$ cat src/rtl/mips_pkg.sv
// Shared MIPS32 definitions: fetch FSM encoding, reset PC and instruction field widths.
package mips_pkg;

    typedef enum logic [1:0] {
        ST_IDLE = 2'd0,
        ST_REQ  = 2'd1,
        ST_DONE = 2'd2,
        ST_ERR  = 2'd3
    } fetch_state_e;

    localparam logic [31:0] RESET_PC = 32'h0040_0000;

    localparam int INSTR_W  = 32;
    localparam int OPCODE_W = 6;
    localparam int REG_W    = 5;
    localparam int SHAMT_W  = 5;
    localparam int FUNCT_W  = 6;
    localparam int IMM_W    = 16;
    localparam int JADDR_W  = 26;

endpackage

$ cat src/rtl/inst_fetch.sv
// Multicycle MIPS32 instruction fetch: owns the PC, runs a req/ack read and strobes IR_W for one cycle.
// Latency: IR_W rises the cycle after the ack edge (2 cycles after fetch_start with zero wait states).
module inst_fetch
    import mips_pkg::*;
#(
    parameter logic [31:0] RESET_PC = mips_pkg::RESET_PC,
    parameter int          MAX_WAIT = 16
) (
    input  logic        clk,
    input  logic        rst_n,
    input  logic        fetch_start,
    input  logic        pc_load,
    input  logic [31:0] pc_next,
    output logic [31:0] mem_addr,
    output logic        mem_rd,
    input  logic        mem_ack,
    input  logic [31:0] mem_rdata,
    output logic [31:0] DataOut,
    output logic        IR_W,
    output logic [31:0] pc,
    output logic [31:0] pc_plus4,
    output logic        busy,
    output logic        fetch_err
);

    localparam logic [7:0] WAIT_LAST = 8'(MAX_WAIT - 1);

    fetch_state_e state_q;
    logic [31:0]  pc_q;
    logic [31:0]  mem_addr_q;
    logic         mem_rd_q;
    logic [31:0]  data_q;
    logic         ir_w_q;
    logic         busy_q;
    logic         err_q;
    logic [7:0]   wait_cnt_q;
    logic         pend_vld_q;
    logic [31:0]  pend_pc_q;

    logic [31:0]  fetch_addr_d;
    logic [31:0]  pc_plus4_d;

    assign pc_plus4_d   = pc_q + 32'd4;
    assign fetch_addr_d = pc_load ? pc_next : pc_q;

    always_ff @(posedge clk or negedge rst_n) begin
        if (!rst_n) begin
            state_q    <= ST_IDLE;
            pc_q       <= RESET_PC;
            mem_addr_q <= RESET_PC;
            mem_rd_q   <= 1'b0;
            data_q     <= 32'd0;
            ir_w_q     <= 1'b0;
            busy_q     <= 1'b0;
            err_q      <= 1'b0;
            wait_cnt_q <= 8'd0;
            pend_vld_q <= 1'b0;
            pend_pc_q  <= 32'd0;
        end else begin
            case (state_q)
                ST_IDLE: begin
                    ir_w_q <= 1'b0;
                    if (fetch_start) begin
                        pc_q <= fetch_addr_d;
                        if (fetch_addr_d[1:0] != 2'b00) begin
                            state_q <= ST_ERR;
                            err_q   <= 1'b1;
                        end else begin
                            state_q    <= ST_REQ;
                            mem_addr_q <= fetch_addr_d;
                            mem_rd_q   <= 1'b1;
                            busy_q     <= 1'b1;
                            wait_cnt_q <= 8'd0;
                        end
                    end else if (pc_load) begin
                        pc_q <= pc_next;
                    end
                end

                ST_REQ: begin
                    if (pc_load) begin
                        pend_vld_q <= 1'b1;
                        pend_pc_q  <= pc_next;
                    end
                    if (mem_ack) begin
                        // A redirect arriving on the ack edge itself is the newest one.
                        data_q     <= mem_rdata;
                        mem_rd_q   <= 1'b0;
                        ir_w_q     <= 1'b1;
                        state_q    <= ST_DONE;
                        pend_vld_q <= 1'b0;
                        if (pc_load)
                            pc_q <= pc_next;
                        else if (pend_vld_q)
                            pc_q <= pend_pc_q;
                        else
                            pc_q <= pc_plus4_d;
                    end else if (wait_cnt_q == WAIT_LAST) begin
                        state_q    <= ST_ERR;
                        err_q      <= 1'b1;
                        mem_rd_q   <= 1'b0;
                        busy_q     <= 1'b0;
                        pend_vld_q <= 1'b0;
                    end else if (wait_cnt_q != 8'hFF) begin
                        wait_cnt_q <= wait_cnt_q + 8'd1;
                    end
                end

                ST_DONE: begin
                    ir_w_q     <= 1'b0;
                    busy_q     <= 1'b0;
                    state_q    <= ST_IDLE;
                    pend_vld_q <= 1'b0;
                    if (pc_load)
                        pc_q <= pc_next;
                    else if (pend_vld_q)
                        pc_q <= pend_pc_q;
                end

                ST_ERR: begin
                    ir_w_q   <= 1'b0;
                    mem_rd_q <= 1'b0;
                    if (pc_load) begin
                        pc_q    <= pc_next;
                        err_q   <= 1'b0;
                        state_q <= ST_IDLE;
                    end
                end

                default: state_q <= ST_IDLE;
            endcase
        end
    end

    assign mem_addr  = mem_addr_q;
    assign mem_rd    = mem_rd_q;
    assign DataOut   = data_q;
    assign IR_W      = ir_w_q;
    assign pc        = pc_q;
    assign pc_plus4  = pc_plus4_d;
    assign busy      = busy_q;
    assign fetch_err = err_q;

endmodule

$ cat config.mk
export PLATFORM = sky130hd
export DESIGN_NAME = inst_fetch
export DESIGN_NICKNAME = d
export VERILOG_FILES = /design/src/rtl/mips_pkg.sv /design/src/rtl/inst_fetch.sv
export SDC_FILE = /design/constraint.sdc
export NUM_CORES = 1
export LEC_CHECK = 0
export BUFFER_PORTS_ARGS = -buffer_cell sky130_fd_sc_hd__clkbuf_2
export CORE_AREA = 2 2 146 148
export DETAILED_ROUTE_END_ITERATION = 10
export DIE_AREA = 0 0 148 150
export SETUP_SLACK_MARGIN = 0.4
export SYNTH_ARGS = -nofsm -noshare
export SYNTH_HDL_FRONTEND = slang
export SYNTH_SLANG_ARGS = --single-unit
$ cat constraint.sdc
create_clock -name clk -period 2.8 [get_ports clk]
set_input_delay 0.28 -clock clk [delete_from_list [all_inputs] [get_ports clk]]
set_output_delay 0.28 -clock clk [all_outputs]
set_load 0.05 [all_outputs]
==> out/results.ini <==
[run_status]
status=completed

[detailed_routing]
via_per_inst=5.56
wl_per_cell_um=19.5
drc=0
vias=7353
drt_pass1_iterations=5
drt_iter0_drc=471
antenna_left=0
wirelength_um=25900

[critical_path]
critPathRequiredTime_ns=2.52
critical_path_class=reg2out
crit_buf_inv=3
reg2reg_depth=8
start_kind=flip-flop
crit_path_end_kind=output pin
cpPeakStageDelay_ns=0.40
cp.arrival_ns=2.14
path_max_fanout=7
cpMaxStageDelayCell=dfrtp_2
cp_top_family=buffers and inverters
crit_cells=7
cp_common_cell=buf_4
critical_path.cell_chain=nand4_4 -> buf_4 -> nor2_4 -> nand4_1 -> buf_4 -> xnor2_2 -> clkbuf_8

[sta]
maxSlewHeadroom_pct=44.8
layout_setup_ws_ns=0.375
rsz0062_at_grt=true
tns_ns=0
worst_pin_slew_ns=0.826
setup_viol=0
hold_viol=0
whs_ns=0.0791
slew_violations=0
fin_crit_sh_pct=86.6
period_needed_ns=2.42
fmax_mhz=412
clock-skew-final_ns=0.00854

[cts]
numCtsBuffers=17
cts.sinks=143
cts_tree=yes
clk-insertion-delay-late_ns=0.43
clock_path_buffers=2
clkTransAtPathRegs_ns=0.06
ctsRootBufferMaster=clkbuf_16
cts.htree.levels=4

[synth]
syn_avg_cell_area_um2=10.2
yosysSeqAreaShare_pct=44.1
synth_seq_cells=143
ys_top_cells_by_count=dfrtp_1 (141), nand2_1 (80), mux2_2 (64)
syn-num-nets=873
synth-edff-count=0
synthCells=797
synth_ff_type=dfrtp_1
ys_warn_count=0
syn-cell-area_mm2=0.00812
synthDistinctLibCells=81
yosys.area.top_type=dfrtp_1
async_flop_share_pct=100
synth.area.top_cells=dfrtp_1 (43%), mux2_2 (8.9%), mux2i_1 (5.1%)
yosysMostFrequentCell=dfrtp_1
yosysTopAreaCellShare_pct=43.5

[min_path]
min_path_cells=2
hold_path.class=in2reg

[floorplanning]
start_util_pct=39.2
rows=53
dieArea_mm2=0.0222
die_h_um=150
ios=201
die_w_um=148
core_mm2=0.0207

[power]
pwr_density_cell_mw_per_mm2=1400
ir_drop_v=0.000815
p_leak_nw=5.15

[global_route]
grt_pass1_wl_um=40000
grt_pass1_vias=7149
antenna_found_initial=1
grt_max_degree=77
grt-ovfl-total=0
grt.total_usage_pct=23.2

[placement]
hpwl_um=17800
portBuffers=200
dp_slack_ns=0.296
gp_congestion=0.804

[run]
cap_violations=0

[layout]
area_growth_pct=34.6
final_nets=1111
drive_gt1_share_pct=45.0

timing repair:
action | in CTS | in global routing
hold buffers | 1 | 0
pin swaps | 9 | 14
setup buffers | 33 | 15
gates cloned | 0 | 1
endpoints found under the hold margin | 72 | 0
resized for setup | 63 | 44
endpoints found under the setup margin | 23 | 22
per-stage QoR:
stage / cells / cell area (um^2) / util [%] / total power, W
floorplan: 797 / 8340 / - / 0.0104
CTS: 1306 / 10700 / 51.6 / 0.0152
detailed placement: 1241 / 9630 / 46.5 / 0.0125
global route: 1322 / 10900 / 52.8 / 0.0162
global placement: 1241 / 9630 / 46.5 / 0.0124
finish: 1323 / 10900 / 52.8 / 0.0153
logic make-up after synthesis:
| logic type | synth area share (%) |
|---|---|
| AO/OA/AOI/OAI | 18.4 |
| XOR/XNOR | 2.91 |
| adder cells (fa/ha/maj) | 1.08 |
| buffers and inverters | 5.67 |
| flip-flops | 44.1 |
| multiplexers | 14.1 |
| AND/OR/NAND/NOR | 13.7 |
worst register-to-register path, cell delays in order, from the launching register on:
cell,delay [ns]
dfrtp_1,0.42
inv_1,0.09
ha_2,0.43
nand2b_1,0.10
o21a_1,0.19
buf_4,0.24
a222oi_1,0.38
a21boi_1,0.23
o2bb2ai_1,0.07
report_power, final:
part           internal (W)  switching, W
sequential          0.00306      0.000851
combinational       0.00300       0.00616
clock               0.00135      0.000897
total               0.00741       0.00791
worst paths after layout:
check | start | endpoint | slack, ns
setup / recovery | pc[14] | pc_plus4[31] | 0.38
hold / removal | mem_rdata[5] | DataOut[5] | 0.08
setup reg to reg | state_q[1] | pc[26] | 0.55
hold reg to reg | mem_addr[9] | mem_addr[9] | 0.48
max in group asynchronous | rst_n | mem_rd | 1.52
min in group asynchronous | rst_n | mem_addr[14] | 0.45
registers in the layout, summed over array words and instances, names as in the netlist:
register,flops
state_q,2
DataOut,32
busy,1
IR_W,1
wait_cnt_q,8
mem_rd,1
mem_addr,32
pend_pc_q,32
pend_vld_q,1
fetch_err,1
pc,32
cells in the final DEF (no fill, tap or decap), types with 8 or more instances in the layout:
cell type / Yosys / routed
nand3_1: 24 / 20
nor2_1: 34 / 32
xnor2_2: 0 / 15
dfrtp_2: 0 / 20
o21ai_0: 63 / 63
nand2_1: 80 / 77
clkbuf_4: 0 / 8
o2bb2ai_1: 9 / 9
buf_4: 6 / 84
dfrtp_1: 141 / 121
mux2_2: 64 / 64
clkbuf_2: 1 / 181
a21oi_1: 23 / 23
a31oi_1: 12 / 12
a22oi_1: 22 / 22
inv_1: 11 / 11
mux2i_1: 41 / 41
a221oi_1: 8 / 8
clkbuf_16: 0 / 17
layer usage:
layer / wire, um / vias up / track usage [%]
met5: 0 / - / 0
met4: 606 / 0 / 7.43
met3: 2040 / 51 / 6.10
met2: 12100 / 319 / 36.9
met1: 11100 / 3552 / 31.0
li1: - / 3431 / -
cell type report:
| class | count | area [um^2] |
|---|---|---|
| clock inverters | 9 | 111 |
| clock buffers | 22 | 464 |
| fillers | 1877 | 9770 |
| repair buffers | 291 | 1850 |
| flip-flops and latches | 143 | 3610 |
| multi-input cells | 570 | 4500 |
| inverters | 12 | 45.0 |
| well taps | 275 | 344 |
| diodes | 1 | 2.50 |
Note: power is estimated with default switching activity, not from simulation.
